File: src/rtl/dmem_arbiter.sv
// dmem_arbiter: two-port arbiter/sequencer in front of data_memory.
//   Port 0 = core load/store path, port 1 = DMA/debug master (lockable).
//   Ports:
//     clk, rst                 clock, synchronous active-high reset
//     pK_req_valid/ready       request handshake (ready = granted this cycle)
//     pK_addr/wdata/we/size    request payload (byte addr, size code)
//     p1_lock                  port 1 asks to keep the grant
//     pK_rsp_valid/rdata/err   registered response, one cycle after grant
//     mem_*                    drive to data_memory; mem_rdata is combinational
//   Round-robin arbitration with a bounded port-1 lock, per-port
//   alignment/size/range checks, and no response backpressure.

// Per-port request checker: flags misaligned, illegal-size and
// out-of-range requests. Purely combinational.
module dmem_req_check #(
  parameter int MEM_SIZE   = 1024,
  parameter int ADDR_WIDTH = 32
) (
  input  logic [ADDR_WIDTH-1:0] addr,
  input  logic [2:0]            size,
  input  logic                  we,
  output logic                  err
);
  localparam int AW1 = ADDR_WIDTH + 1;
  localparam logic [AW1-1:0] LAST_BYTE = AW1'(MEM_SIZE * 4 - 1);

  logic           misalign, illegal, oor;
  logic [2:0]     nbytes;
  logic [AW1-1:0] last;

  always_comb begin
    case (size[1:0])
      2'b00:   nbytes = 3'd1;
      2'b01:   nbytes = 3'd2;
      default: nbytes = 3'd4;
    endcase
    misalign = (size[1:0] == 2'b01 && addr[0]) ||
               (size == 3'b010 && addr[1:0] != 2'b00);
    // 011, 11x are undefined; unsigned forms (1xx) make no sense for stores
    illegal  = (size == 3'b011) || (size[2] && size[1]) || (we && size[2]);
    // one extra bit so addr near the top of the space cannot wrap
    last     = {1'b0, addr} + AW1'(nbytes) - AW1'(1);
    oor      = last > LAST_BYTE;
    err      = misalign | illegal | oor;
  end
endmodule

module dmem_arbiter #(
  parameter int MEM_SIZE   = 1024,
  parameter int MAX_LOCK   = 8,
  parameter int ADDR_WIDTH = 32,
  parameter int DATA_WIDTH = 32
) (
  input  logic                  clk,
  input  logic                  rst,
  // port 0
  input  logic                  p0_req_valid,
  output logic                  p0_req_ready,
  input  logic [ADDR_WIDTH-1:0] p0_addr,
  input  logic [DATA_WIDTH-1:0] p0_wdata,
  input  logic                  p0_we,
  input  logic [2:0]            p0_size,
  output logic                  p0_rsp_valid,
  output logic [DATA_WIDTH-1:0] p0_rsp_rdata,
  output logic                  p0_rsp_err,
  // port 1
  input  logic                  p1_req_valid,
  output logic                  p1_req_ready,
  input  logic [ADDR_WIDTH-1:0] p1_addr,
  input  logic [DATA_WIDTH-1:0] p1_wdata,
  input  logic                  p1_we,
  input  logic [2:0]            p1_size,
  input  logic                  p1_lock,
  output logic                  p1_rsp_valid,
  output logic [DATA_WIDTH-1:0] p1_rsp_rdata,
  output logic                  p1_rsp_err,
  // data_memory
  output logic [ADDR_WIDTH-1:0] mem_addr,
  output logic [DATA_WIDTH-1:0] mem_wdata,
  output logic                  mem_read,
  output logic                  mem_write,
  output logic [2:0]            mem_size,
  input  logic [DATA_WIDTH-1:0] mem_rdata
);
  localparam int NUM_PORTS = 2;
  localparam logic [7:0] LOCK_MAX = 8'(MAX_LOCK);

  logic [NUM_PORTS-1:0][ADDR_WIDTH-1:0] addr;
  logic [NUM_PORTS-1:0][DATA_WIDTH-1:0] wdata;
  logic [NUM_PORTS-1:0][2:0]            size;
  logic [NUM_PORTS-1:0]                 we, valid, err, gnt;

  assign addr  = {p1_addr, p0_addr};
  assign wdata = {p1_wdata, p0_wdata};
  assign size  = {p1_size, p0_size};
  assign we    = {p1_we, p0_we};
  assign valid = {p1_req_valid, p0_req_valid};

  for (genvar k = 0; k < NUM_PORTS; k++) begin : g_chk
    dmem_req_check #(.MEM_SIZE(MEM_SIZE), .ADDR_WIDTH(ADDR_WIDTH)) u_chk (
      .addr (addr[k]),
      .size (size[k]),
      .we   (we[k]),
      .err  (err[k])
    );
  end

  // arbitration state
  logic       rr;        // 0 favours port 0, 1 favours port 1
  logic       prev_p1;   // port 1 held the grant last cycle
  logic [7:0] lock_cnt;  // lock grants taken while port 0 was waiting
  logic       lock_win;

  assign lock_win = prev_p1 & p1_lock & p1_req_valid & (lock_cnt < LOCK_MAX);

  always_comb begin
    gnt    = '0;
    gnt[1] = ~rst & p1_req_valid & (lock_win | ~p0_req_valid | rr);
    gnt[0] = ~rst & p0_req_valid & ~gnt[1];
  end

  assign p0_req_ready = gnt[0];
  assign p1_req_ready = gnt[1];

  // memory drive: forced idle when nothing is granted (covers rst too)
  logic sel;
  assign sel = gnt[1];

  always_comb begin
    mem_addr  = '0;
    mem_wdata = '0;
    mem_size  = '0;
    mem_read  = 1'b0;
    mem_write = 1'b0;
    if (|gnt) begin
      mem_addr  = addr[sel];
      mem_wdata = wdata[sel];
      mem_size  = size[sel];
      mem_read  = ~err[sel] & ~we[sel];
      mem_write = ~err[sel] &  we[sel];
    end
  end

  // registered responses
  logic [NUM_PORTS-1:0]                 rsp_valid, rsp_err;
  logic [NUM_PORTS-1:0][DATA_WIDTH-1:0] rsp_rdata;

  always_ff @(posedge clk) begin
    if (rst) begin
      rr        <= 1'b0;
      prev_p1   <= 1'b0;
      lock_cnt  <= '0;
      rsp_valid <= '0;
      rsp_err   <= '0;
      rsp_rdata <= '0;
    end else begin
      if (gnt[0])      rr <= 1'b1;
      else if (gnt[1]) rr <= 1'b0;
      prev_p1 <= gnt[1];
      // count only when the lock actually starves port 0; saturates at
      // LOCK_MAX because lock_win drops there
      if (gnt[0] || !p1_lock)           lock_cnt <= '0;
      else if (lock_win && p0_req_valid) lock_cnt <= lock_cnt + 8'd1;
      for (int k = 0; k < NUM_PORTS; k++) begin
        rsp_valid[k] <= gnt[k];
        rsp_err[k]   <= gnt[k] & err[k];
        rsp_rdata[k] <= (gnt[k] && mem_read) ? mem_rdata : '0;
      end
    end
  end

  assign p0_rsp_valid = rsp_valid[0];
  assign p0_rsp_err   = rsp_err[0];
  assign p0_rsp_rdata = rsp_rdata[0];
  assign p1_rsp_valid = rsp_valid[1];
  assign p1_rsp_err   = rsp_err[1];
  assign p1_rsp_rdata = rsp_rdata[1];
endmodule

File: config.mk
export PLATFORM = sky130hd
export DESIGN_NAME = dmem_arbiter
export DESIGN_NICKNAME = d
export VERILOG_FILES = /design/src/rtl/dmem_arbiter.sv
export SDC_FILE = /design/constraint.sdc
export NUM_CORES = 1
export LEC_CHECK = 0
export ABC_AREA = 1
export ABC_CLOCK_PERIOD_IN_PS = 7800
export CORE_MARGIN = 10
export CORE_UTILIZATION = 35
export CTS_CLUSTER_DIAMETER = 80
export DETAILED_ROUTE_END_ITERATION = 8
export PLACE_DENSITY = 0.67
export SLEW_MARGIN = 20
export SYNTH_ARGS = -nofsm -noshare
export SYNTH_HDL_FRONTEND = slang
export SYNTH_SLANG_ARGS = --single-unit
export TNS_END_PERCENT = 5
File: constraint.sdc
create_clock -name clk -period 7.8 [get_ports clk]
set_input_delay 0.78 -clock clk [delete_from_list [all_inputs] [get_ports clk]]
set_output_delay 0.78 -clock clk [all_outputs]
set_load 0.01 [all_outputs]
==> impl_metrics.py <==
metrics = {
    "status": {
        "status": "complete, no violations",
    },
    "global_route": {
        "grt_usage": 0.227,
        "grt-ovfl-total": 0,
        "antenna_found_initial": 2,
        "grt_start_max_net_pins": 41,
        "grt_first_pass_wirelength_um": 51800,
        "first_global_vias": 9227,
    },
    "clocking": {
        "cts_setup_buffers": 0,
        "cts_resized": 0,
        "cts.sinks": 77,
        "clk_pin_slew_worst_paths_ps": 60,
        "cts_buffers": 9,
        "clk_latency_ps": 330,
        "h-tree-depth": 3,
        "cts_buffer_depth": 2,
        "cts_tree": "yes",
        "cts_root_buf": "clkbuf_16",
        "cts_hold_buf": 0,
    },
    "synthesis": {
        "synth-adder-area-share": 0.116,
        "synth_compound_area_frac": 0.121,
        "synth_xor_xnor_area_share": 0.00452,
        "synth_edf_count": 0,
        "synth_nets": 1619,
        "synth_ff_type": "dfxtp_1",
        "synthSimpleGateAreaFrac": 0.388,
        "synthCells": 1375,
        "synth_top_family_by_area": "simple AND/OR/NAND/NOR gates",
        "synth_area_per_cell_um2": 5.64,
        "ys_seq_elements": 77,
        "synth_cell_type_count": 39,
        "async_reset_ff_frac": 0,
        "synthesis.area_um2": 7760,
        "synth_mux_area_frac": 0,
        "yosysSeqAreaShare": 0.199,
        "ys_warn_count": 0,
    },
    "route": {
        "drt-total-wl_um": 33900,
        "first_iter_violations": 735,
        "via_count": 9486,
        "ant_nets": 0,
        "via_per_inst": 4.82,
        "remaining_drc_errors": 0,
        "wl_per_cell_um": 17.2,
        "dr.pass1.iters": 7,
    },
    "power": {
        "pwr-share-seq": 0.284,
        "p_sw_frac": 0.356,
        "pwr-share-comb": 0.420,
        "power.leakage_nw": 6.06,
        "power_density_nw_per_um2": 122,
        "vdd_drop_max_uv": 102,
        "p_int_mw": 0.901,
        "p_clk_frac": 0.296,
        "power_switching_mw": 0.497,
    },
    "placement": {
        "dp.cells": 1949,
        "place.detailed.hpwl_um": 29300,
        "port-buffer-count": 311,
        "gp_congestion": 0.969,
    },
    "final_layout": {
        "final_cell_count_no_fill": 1967,
        "fillers": 2273,
        "drive_above_1_share": 0.0285,
        "nets": 1924,
        "utilization": 0.525,
        "synthToLayoutAreaGrowth_pct": 47.6,
    },
    "setup_path": {
        "endpoint_kind": "output pin",
        "crit_chain": "clkdlybuf4s50_1 -> inv_1 -> nand2_1 -> ha_1 -> inv_1 -> ha_1 -> fa_1 -> nand3_1 -> nand3_1 -> nand3_1 -> nand3_1 -> nand2_1 -> nand2_1 -> nor2_1 -> nand2_1 -> nor2_1 -> nand2_1 -> nor2_1 -> nand3_1 -> nand2_2 -> nand2_1 -> nor3_1 -> clkdlybuf4s50_1",
        "path_common_cell": "nand2_1",
        "worstSetupPathType": "input pin to output pin",
        "path_max_fanout": 4,
        "critPathLaunchType": "input pin",
        "worst_ep_arrival_time_ps": 4530,
        "crit_slowest_cell": "clkdlybuf4s50_1",
        "cp.required_ps": 7020,
        "critPathMaxStageDelay_ps": 600,
    },
    "timing": {
        "final-setup-viol-count": 0,
        "maxSlewViolCount": 0,
        "timing.hold.ws_ps": 436,
        "rsz0062_at_grt": "false",
        "finalCritPeriodShare": 0.681,
        "finalCriticalPeriod_ps": 5310,
        "slew_headroom": 0.420,
        "fmax_mhz": 188,
        "clock_skew_ps": 9.07,
        "tns_ps": 0,
        "finalHoldViolCount": 0,
        "worst_pin_slew_ps": 868,
    },
    "floorplanning": {
        "rows": 54,
        "core_area_um2": 21800,
        "ios": 312,
        "die_h_um": 169,
        "dieArea_um2": 28500,
        "floorplan.initialDensity": 0.355,
        "fp.dieW_um": 169,
    },
    "job": {
        "maxCapViolations": 0,
    },
    "worst_hold_path": {
        "hold_path.class": "register to register",
    },
}
==> registers in the layout, summed over array words and instances, names as in the netlist <==
register / count
p1_rsp_rdata: 32
p0_rsp_rdata: 32
rr: 1
prev_p1: 1
rsp_valid: 1
rsp_err: 2
lock_cnt: 8
==> kinds of logic (layout without fill, tap and decap cells) <==
kind of cell | Yosys count | after routing
xor gates and xnor gates | 4 | 4
buffers and inverters | 346 | 656
other | 0 | 2
and+or+nand+nor | 726 | 726
AOI/OAI and AO/OA | 151 | 151
DFF | 77 | 77
adders and majority gates | 71 | 71
==> critical path, delay by kind of cell <==
kind | cells | cell delay (ps)
adders and majority gates | 3 | 950
buffers and inverters | 4 | 1200
and+or+nand+nor | 16 | 1590
==> final cells by class <==
class                      count  area, µm²  area share
inverter                     326       1220       0.107
multi-input combinational    952       4900       0.428
timing repair buffer         314       3140       0.274
sequential                    77       1540       0.135
tap                          280        350      0.0306
clock buffer                  10        229      0.0200
clock inverter                 6       70.1     0.00612
antenna                        2       5.00    0.000437
==> layout by cell type (no fill, tap or decap), types with 12 or more instances in the layout <==
master,n
nand2_1,420
inv_1,324
clkdlybuf4s50_1,311
nor2_1,166
dfxtp_1,77
nand3_1,73
ha_1,69
a21oi_1,54
o22ai_1,34
a22oi_1,18
nor2_2,18
nand4_1,16
a22o_1,15
o21ai_0,12
==> cells in the mapped netlist (3+ instances only) <==
library cell	count	share of area
nand2_1	420	0.20
inv_1	324	0.16
nor2_1	166	0.080
dfxtp_1	77	0.20
nand3_1	73	0.047
ha_1	69	0.11
a21oi_1	54	0.035
o22ai_1	34	0.027
nor2_2	19	0.015
a22oi_1	18	0.017
nand4_1	16	0.013
a22o_1	15	0.017
o21ai_0	12	0.0077
clkbuf_1	11	0.0053
nand3b_1	10	0.0097
nor3_1	10	0.0065
o21bai_1	9	0.0087
nand2_2	4	0.0032
a21o_1	3	0.0029
buf_1	3	0.0015
buf_2	3	0.0019
buf_6	3	0.0044
xor2_1	3	0.0034
==> through the flow <==
step,total power [mW],setup slack (ps),instance area [µm²]
after global routing,1.49,2170,11500
after floorplan,0.736,3800,7760
final,1.40,2490,11500
after CTS,1.40,1890,11400
after detailed placement,0.985,1890,11100
after global placement,0.982,2010,11100
==> final timing paths <==
check             depth (start not counted)           to  slack [ps]        start
setup / recovery                         23    mem_write        2490   p0_size[1]
hold / removal                            2  lock_cnt[5]         440  lock_cnt[5]
setup reg to reg                         11  lock_cnt[0]        4620  lock_cnt[5]
hold reg to reg                           2  lock_cnt[5]         440  lock_cnt[5]
==> routing by layer <==
metal / vias up / GRT usage / wire length, µm
met5: - / 0 / 0
met4: 0 / 0.0700 / 1070
met3: 62 / 0.0361 / 1650
met2: 262 / 0.416 / 17300
met1: 4310 / 0.262 / 13900
li1: 4852 / - / -
==> power by group through the flow <==
stage	Combinational [mW]	Sequential, mW	Clock (mW)
global placement	0.576	0.405	0
floorplan	0.329	0.407	0
detailed placement	0.580	0.405	0
CTS	0.583	0.397	0.418
global route	0.655	0.397	0.441
finish	0.587	0.397	0.414
No activity file was read; power rests on OpenSTA's default activity.
